$ cat src/rtl/instream_arbiter_pkg.sv
// Shared constants for the instream_arbiter block: FSM state encodings and
// the width of the optional per-requester word counters.
package instream_arbiter_pkg;

  localparam logic [1:0] ST_IDLE = 2'd0;
  localparam logic [1:0] ST_XFER = 2'd1;
  localparam logic [1:0] ST_FIN  = 2'd2;

  localparam int W_STAT = 32;

endpackage

$ cat src/rtl/instream_arbiter_rr_pick.sv
// Combinational round-robin selector: picks the first active request strictly
// after ptr, wrapping around to the lowest index.
module instream_arbiter_rr_pick
  import instream_arbiter_pkg::*;
#(
  parameter int NUM_REQ     = 4,
  parameter int LOG_NUM_REQ = 2
) (
  input  logic [NUM_REQ-1:0]     req,
  input  logic [LOG_NUM_REQ-1:0] ptr,
  output logic                   valid,
  output logic [LOG_NUM_REQ-1:0] idx
);

  // First pass finds the lowest request overall (the wrap case); the second
  // overrides it with the lowest request above ptr when one exists.
  always_comb begin
    valid = |req;
    idx   = '0;
    for (int i = NUM_REQ - 1; i >= 0; i--) begin
      if (req[i]) idx = LOG_NUM_REQ'(i);
    end
    for (int i = NUM_REQ - 1; i >= 0; i--) begin
      if (req[i] && (i > int'(ptr))) idx = LOG_NUM_REQ'(i);
    end
  end

endmodule

$ cat src/rtl/instream_arbiter.sv
// Round-robin arbiter sharing one Q/DEQ/EMPTY stream among NUM_REQ consumers,
// grant locked per burst. Define INSTREAM_ARBITER_STAT_EN for per-requester word counters.
module instream_arbiter
  import instream_arbiter_pkg::*;
#(
  parameter int NUM_REQ     = 4,
  parameter int LOG_NUM_REQ = 2,
  parameter int W_D         = 32,
  parameter int W_LEN       = 16
) (
  input  logic                     CLK,
  input  logic                     RST_N,
  input  logic [NUM_REQ-1:0]       REQ,
  input  logic [NUM_REQ*W_LEN-1:0] REQ_LEN,
  output logic [NUM_REQ-1:0]       GNT,
  output logic [LOG_NUM_REQ-1:0]   CUR_ID,
  output logic                     BUSY,
  output logic [NUM_REQ-1:0]       DONE,
  input  logic [W_D-1:0]           S_Q,
  input  logic                     S_EMPTY,
  output logic                     S_DEQ,
  output logic [W_D-1:0]           C_Q,
  output logic [NUM_REQ-1:0]       C_EMPTY,
  input  logic [NUM_REQ-1:0]       C_DEQ
`ifdef INSTREAM_ARBITER_STAT_EN
  ,
  input  logic                      STAT_CLR,
  output logic [NUM_REQ*W_STAT-1:0] STAT_WORDS
`endif
);

  logic [1:0]             state;
  logic [LOG_NUM_REQ-1:0] ptr;
  logic [LOG_NUM_REQ-1:0] cur_id;
  logic [W_LEN-1:0]       remaining;
  logic                   pick_valid;
  logic [LOG_NUM_REQ-1:0] pick_idx;
  logic [W_LEN-1:0]       pick_len;
  logic                   xfer;

  instream_arbiter_rr_pick #(
    .NUM_REQ     (NUM_REQ),
    .LOG_NUM_REQ (LOG_NUM_REQ)
  ) u_rr_pick (
    .req   (REQ),
    .ptr   (ptr),
    .valid (pick_valid),
    .idx   (pick_idx)
  );

  assign pick_len = REQ_LEN[pick_idx*W_LEN +: W_LEN];
  assign xfer     = (state == ST_XFER);
  assign BUSY     = xfer;
  assign CUR_ID   = cur_id;
  assign C_Q      = S_Q;

  // Grant and the stream steering derive from the registered state, so the
  // cycle after the last dequeue already shows all consumers empty.
  always_comb begin
    GNT     = '0;
    DONE    = '0;
    C_EMPTY = '1;
    S_DEQ   = 1'b0;
    if (xfer) begin
      GNT[cur_id]     = 1'b1;
      C_EMPTY[cur_id] = S_EMPTY;
      S_DEQ           = C_DEQ[cur_id] & ~S_EMPTY;
    end
    if (state == ST_FIN) DONE[cur_id] = 1'b1;
  end

  always_ff @(posedge CLK or negedge RST_N) begin
    if (!RST_N) begin
      state     <= ST_IDLE;
      ptr       <= LOG_NUM_REQ'(NUM_REQ - 1);
      cur_id    <= '0;
      remaining <= '0;
    end else begin
      case (state)
        ST_IDLE: begin
          if (pick_valid) begin
            cur_id    <= pick_idx;
            remaining <= pick_len;
            state     <= (pick_len == '0) ? ST_FIN : ST_XFER;
          end
        end
        ST_XFER: begin
          if (S_DEQ) begin
            remaining <= remaining - 1'b1;
            if (remaining == W_LEN'(1)) state <= ST_FIN;
          end
        end
        ST_FIN: begin
          ptr   <= cur_id;
          state <= ST_IDLE;
        end
        default: state <= ST_IDLE;
      endcase
    end
  end

`ifdef INSTREAM_ARBITER_STAT_EN
  for (genvar g = 0; g < NUM_REQ; g++) begin : g_stat
    logic [W_STAT-1:0] cnt;

    always_ff @(posedge CLK or negedge RST_N) begin
      if (!RST_N) begin
        cnt <= '0;
      end else if (STAT_CLR) begin
        cnt <= '0;
      end else if (S_DEQ && (cur_id == LOG_NUM_REQ'(g)) && (cnt != '1)) begin
        cnt <= cnt + 1'b1;
      end
    end

    assign STAT_WORDS[g*W_STAT +: W_STAT] = cnt;
  end
`endif

endmodule

$ cat config.mk
export PLATFORM = sky130hd
export DESIGN_NAME = instream_arbiter
export DESIGN_NICKNAME = d
export VERILOG_FILES = /design/src/rtl/instream_arbiter_pkg.sv /design/src/rtl/instream_arbiter_rr_pick.sv /design/src/rtl/instream_arbiter.sv
export SDC_FILE = /design/constraint.sdc
export NUM_CORES = 1
export LEC_CHECK = 0
export ABC_CLOCK_PERIOD_IN_PS = 5090
export CAP_MARGIN = 25
export CORE_UTILIZATION = 38
export CTS_BUF_LIST = sky130_fd_sc_hd__clkbuf_8 sky130_fd_sc_hd__clkbuf_16
export DETAILED_ROUTE_END_ITERATION = 8
export MAX_ROUTING_LAYER = met4
export PLACE_DENSITY = 0.87
export RECOVER_POWER = 100
export SYNTH_ARGS = -nofsm -noshare
export SYNTH_HDL_FRONTEND = slang
export SYNTH_HIERARCHICAL = 1
export SYNTH_SLANG_ARGS = --single-unit
$ cat constraint.sdc
create_clock -name CLK -period 5.09 [get_ports CLK]
set_input_delay 1.018 -clock CLK [delete_from_list [all_inputs] [get_ports CLK]]
set_output_delay 1.018 -clock CLK [all_outputs]
set_load 0.02 [all_outputs]
==> results_dict.tcl, run 1 <==
set metrics [dict create \
    status "completed" \
    grt_setup_unrepaired "no" \
    max_freq_ghz 0.246 \
    cts_tree "done" \
    die_h_um 77.8 \
    crit_chain "dlygate4sd3_1, inv_1, o22ai_1, a221o_1, clkbuf_1, mux4_1, nor4_1, nand4_1, a22o_1" \
    critical_path_buf_inv_count 3 \
    layout_commonest_cell "clkdlybuf4s50_1" \
    cp.required_ns 5.25 \
    coreArea_um2 5510 \
    synth_compound_area_share_pct 17.3 \
    place_ws_ns 1.16 \
    cp-startpoint "REQ[1]" \
    synth_edf_count 0 \
    ff_latch_area_um2 553 \
    worst_slack_ns 1.03 \
    globalRoute.totalOverflow 0 \
    muxShareOfSynthArea_pct 20.3 \
    multi_input_comb_area_um2 1280 \
    via_per_inst 5.80 \
    grt_pass1_vias 2019 \
    setup_viol 0 \
    antenna_found_initial 0 \
    yosysWarnings 6 \
    crit_family "buffers and inverters" \
    cts-buffers-inserted 3 \
    ys_seq_area_share_pct 25.4 \
    post-route-drc-count 0 \
    rr_startpoint "ptr[1]" \
    startpoint_type "primary input" \
    path_clk_slew_ns 0.08 \
    initial_core_util_pct 39.6 \
    grt_pass1_wl_mm 9.38 \
    period_share_pct 79.7 \
    grt_usage_pct 20.4 \
    synthCells 244 \
    post-dp-hpwl_mm 4.83 \
    synthXorXnorAreaFrac_pct 0 \
    die_x_um 77.8 \
    mostFrequentLayoutCells "clkdlybuf4s50_1 (74), nor2_1 (24), a21oi_1 (22)" \
    hold_viol_final 0 \
    intPower_w 0.000580 \
    ys.flop_type "dfrtp_1" \
    p_seq_share_pct 31.7 \
    syn-num-nets 353 \
    power.leakage_nw 1.13 \
    hp-start "remaining[7]" \
    finalSetupTns_ns 0 \
    power_frac_clock_pct 10.4 \
    peakVddDrop_mv 0.163 \
    postRouteAntennaNets 0 \
    synth_seq_cells 22 \
    cp-end-kind "register" \
    clk_latency_ns 0.26 \
    h-tree-depth 1 \
    syn_area_per_cell_um2 8.94 \
    synthAdderAreaFrac_pct 1.15 \
    cts-resized-gates 0 \
    grt_max_degree 31 \
    drive_above_1_share_pct 7.38 \
    ios 155 \
    min_period_ns 4.06 \
    floorplan.rows 27 \
    power_density_nw_per_um2 370 \
    cap_violations 0 \
    wire_per_inst_um 16.1 \
    vias 2146 \
    power.share.switching_pct 46.5 \
    clock_skew_ns 0.00169 \
    portBuffers 90 \
    finalMaxSlewViolations 0 \
    postCtsSetupBuffers 0 \
    postCtsHoldBufs 0 \
    netlist-cell-type-count 44 \
    cts_root_buffer "clkbuf_8" \
    min_path_type "reg2reg" \
    placed_cell_area_um2 2890 \
    n_antenna_cell 0 \
    drt_first_pass_iters 4 \
    synth_top_family_by_area "multiplexers" \
    worst_ep_arrival_time_ns 4.22 \
    fillers 482 \
    fin_nets 408 \
    max_slew.worst_pin.slew_ns 1.25 \
    ys_async_sr_fraction_pct 100 \
    power_w 0.00109 \
    routed_wl_mm 5.97 \
    net-switching-power_w 0.000505 \
    pwr-share-comb_pct 58.0 \
    synth_area_um2 2180 \
    path_max_fanout 13 \
    clk_path_buf_depth 2 \
    critical_path.slowest_cell "mux4_1" \
    max_slew_margin_pct 16.6 \
    die_area_um2 6050 \
    critPathKind "in2reg" \
    place_congestion 0.826 \
    yosys.area_share.simple_pct 19.7 \
    critical-path-max-stage-delay_ns 0.68 \
    syn_to_final_growth_pct 34.4 \
    finalInstanceArea_um2 2930 \
    drtIter0Drc 174 \
    clock_sinks 22 \
]
metrics by stage:
| step | util, % | std cells | hold slack [ns] |
|---|---|---|---|
| final | 53.2 | 370 | 0.531 |
| after global routing | 53.2 | 370 | 0.550 |
| after CTS | 53.4 | 369 | 0.532 |
| after detailed placement | 52.5 | 365 | 0.514 |
| after global placement | 52.5 | 365 | 0.499 |
| after floorplan | - | 244 | 0.471 |
power groups by stage:
stage               logic, W  registers (W)  clock network [W]
global route        0.000691       0.000358           0.000122
detailed placement  0.000649       0.000345                  0
CTS                 0.000652       0.000341           0.000112
floorplan           0.000478       0.000314                  0
global placement    0.000632       0.000337                  0
finish              0.000629       0.000344           0.000113
routing by layer:
metal  vias to the layer above  global-route usage (%)  routed length [um]
li1                        995                       -                   -
met1                      1007                    24.1                2330
met5                         -                       -                   0
met4                         0                    8.49                 149
met3                        23                    2.94                 462
met2                       121                    34.7                3030
Yosys cell counts, types with 7 or more instances:
cell	n	area, um^2
inv_1	7	26.3
dfrtp_1	20	500
nor3_1	9	45.0
mux4_1	10	263
clkbuf_1	7	26.3
nand2_1	16	60.1
mux4_2	7	158
a21oi_1	22	110
o21ai_1	7	35.0
o21ai_0	11	55.1
buf_4	32	240
nor2_1	24	90.1
flip-flops by register name (all words and copies together) (netlist names):
name,cells
state,2
ptr,2
remaining,16
CUR_ID,2
path summary, 6_finish.rpt:
| check | depth (start not counted) | slack, ns | end |
|---|---|---|---|
| min in group asynchronous | 1 | 1.14 | remaining[15] |
| worst max-delay path | 9 | 1.03 | state[0] |
| max in group asynchronous | 2 | 2.98 | remaining[10] |
| worst min register to register | 1 | 0.53 | remaining[7] |
| worst min-delay path | 1 | 0.53 | remaining[7] |
| worst max register to register | 7 | 1.97 | state[0] |
kinds of logic (layout without fill, tap and decap cells):
logic type                 Yosys count  after routing
and+or+nand+nor                     84             84
DFF                                 22             22
muxes                               19             19
buffers and inverters               54            108
AOI/OAI and AO/OA                   63             63
adders and majority gates            2              2
area by class of cell:
cell class	instances	share of cell area [%]
multi-input combinational	168	43.7
timing repair buffer	96	31.8
sequential	22	18.9
tap	72	3.07
clock buffer	3	1.41
inverter	8	1.02
clock inverter	1	0.128
Power figures use the tool's default switching activity.
==> run 2, diff against run 1 <==
Settings changed: ABC_CLOCK_PERIOD_IN_PS 5090 to 3300, CORE_UTILIZATION 38 to 32, PLACE_DENSITY 0.87 to 0.78.
Clock period 5.09 ns to 3.3 ns, I/O delays scaled along.
==> run 2 against run 1 <==
  * The run now ends with DRC left
  * Global-route usage fell by 3.0 points
  * Combinational power rose by 57%
  * Core utilization fell by 6.8 points
  * Setup slack got worse by 0.84 ns
  * Die area rose by 18%
  * Hold slack improved by 0.0036 ns
  * Cell area rose by 2.3%
  * Sequential share of layout area fell by 0.43 points
  * Highest routed layer unchanged
==> results_dict.tcl, run 2 (synthesized netlist as in run 1, its figures left out) <==
set metrics [dict create \
    setup_viol 0 \
    cts-resized-gates 0 \
    postCtsHoldBufs 0 \
    drtIter0Drc 166 \
    clk_latency_ns 0.27 \
    max_slew_margin_pct 39.8 \
    postCtsSetupBuffers 0 \
    max_slew.worst_pin.slew_ns 0.903 \
    die_area_um2 7150 \
    power_density_nw_per_um2 571 \
    n_antenna_cell 0 \
    final_core_util_pct 46.4 \
    cp.required_ns 2.64 \
    holdWs_ns 0.535 \
    portBuffers 90 \
    h-tree-depth 1 \
    power.leakage_nw 1.17 \
    min_path_type "reg2reg" \
    place_congestion 0.895 \
    startpoint_type "primary input" \
    hold_viol_final 0 \
    grt_setup_unrepaired "no" \
    largest_reg_flops 16 \
    wire_per_inst_um 16.0 \
    path_max_fanout 4 \
    floorplan.rows 29 \
    drive_above_1_share_pct 9.57 \
    period_share_pct 94.1 \
    drt_first_pass_iters 6 \
    cts_tree "done" \
    critPathKind "in2out" \
    cts-buffers-inserted 3 \
    initial_core_util_pct 33.8 \
    clock_skew_ns 0.00195 \
    grt_pass1_wl_mm 9.75 \
    worst_ep_arrival_time_ns 2.45 \
    grt_pass1_vias 2090 \
    post-dp-hpwl_mm 4.91 \
    min_period_ns 3.11 \
    path_clk_slew_ns 0.08 \
    status "finished with violations" \
    die_h_um 84.6 \
    layout_commonest_cell "clkdlybuf4s50_1" \
    globalRoute.totalOverflow 0 \
    cts_root_buffer "clkbuf_8" \
    ios 155 \
    grt_usage_pct 17.4 \
    syn_to_final_growth_pct 37.5 \
    vias 2129 \
    coreArea_um2 6460 \
    clock_sinks 22 \
    routed_wl_mm 6.09 \
    peakVddDrop_mv 0.239 \
    die_x_um 84.6 \
    r2r_slack_ns 0.67 \
    postRouteAntennaNets 0 \
    grt_max_degree 30 \
    mostFrequentLayoutCells "clkdlybuf4s50_1 (73), nor2_1 (24), a21oi_1 (22)" \
    via_per_inst 5.60 \
    fin_nets 413 \
    max_freq_ghz 0.322 \
    cp-end-kind "primary output" \
    finalMaxSlewViolations 0 \
    violations "DRC" \
    cap_violations 0 \
    post-route-drc-count 8 \
    regMostFlops "remaining" \
    antenna_found_initial 0 \
    clk_path_buf_depth 2 \
]
[run 2: changes by cell type in the layout (fill, tap and decap cells not counted), moves of 2 or more]
cell	change
o21ai_1	+2
clkbuf_1	-2
o21ai_0	-2
buf_4	+6
[run 2: cell type report]
class / count / area [um^2]
clock buffer: 4 / 55.1
fill: 605 / 3460
multi-input combinational: 168 / 1270
tap: 77 / 96.3
inverter: 8 / 30.0
sequential: 22 / 553
timing repair buffer: 101 / 988
[run 2: worst paths after layout]
path,depth (start not counted),endpoint,from
max,4,S_DEQ,C_DEQ[3]
min,2,remaining[13],remaining[13]
max reg2reg,8,state[0],ptr[1]
min reg2reg,2,remaining[13],remaining[13]
max in group asynchronous,2,remaining[5],RST_N
min in group asynchronous,1,remaining[13],RST_N
[run 2: per-stage QoR]
stage / TNS (ns) / setup slack [ns] / instance area, um^2 / std cells / total power [W]
floorplan: 0 / 0.711 / 2180 / 244 / 0.00122
global placement: 0 / 0.114 / 2950 / 375 / 0.00152
detailed placement: -0.0312 / -0.0312 / 2950 / 375 / 0.00154
CTS: 0 / 0.260 / 3000 / 379 / 0.00175
global route: 0 / 0.137 / 3000 / 380 / 0.00184
finish: 0 / 0.195 / 3000 / 380 / 0.00171
[run 2: critical path, stage by stage]
cell and delay [ns]:
clkdlybuf4s50_1 0.39, mux4_2 0.51, and2_1 0.22, dlygate4sd3_1 0.66
[run 2: per-layer routing]
metal  GRT usage (%)  wire, um
met1            20.5      2460
met2            29.9      3060
met3            1.97       411
met4            7.70       158
met5               -         0
[run 2: power by group]
part	total [W]	internal [W]	switching (W)
Sequential	0.000523	0.000381	0.000142
Clock	0.000200	0.000107	0.0000936
Combinational	0.000989	0.000450	0.000539
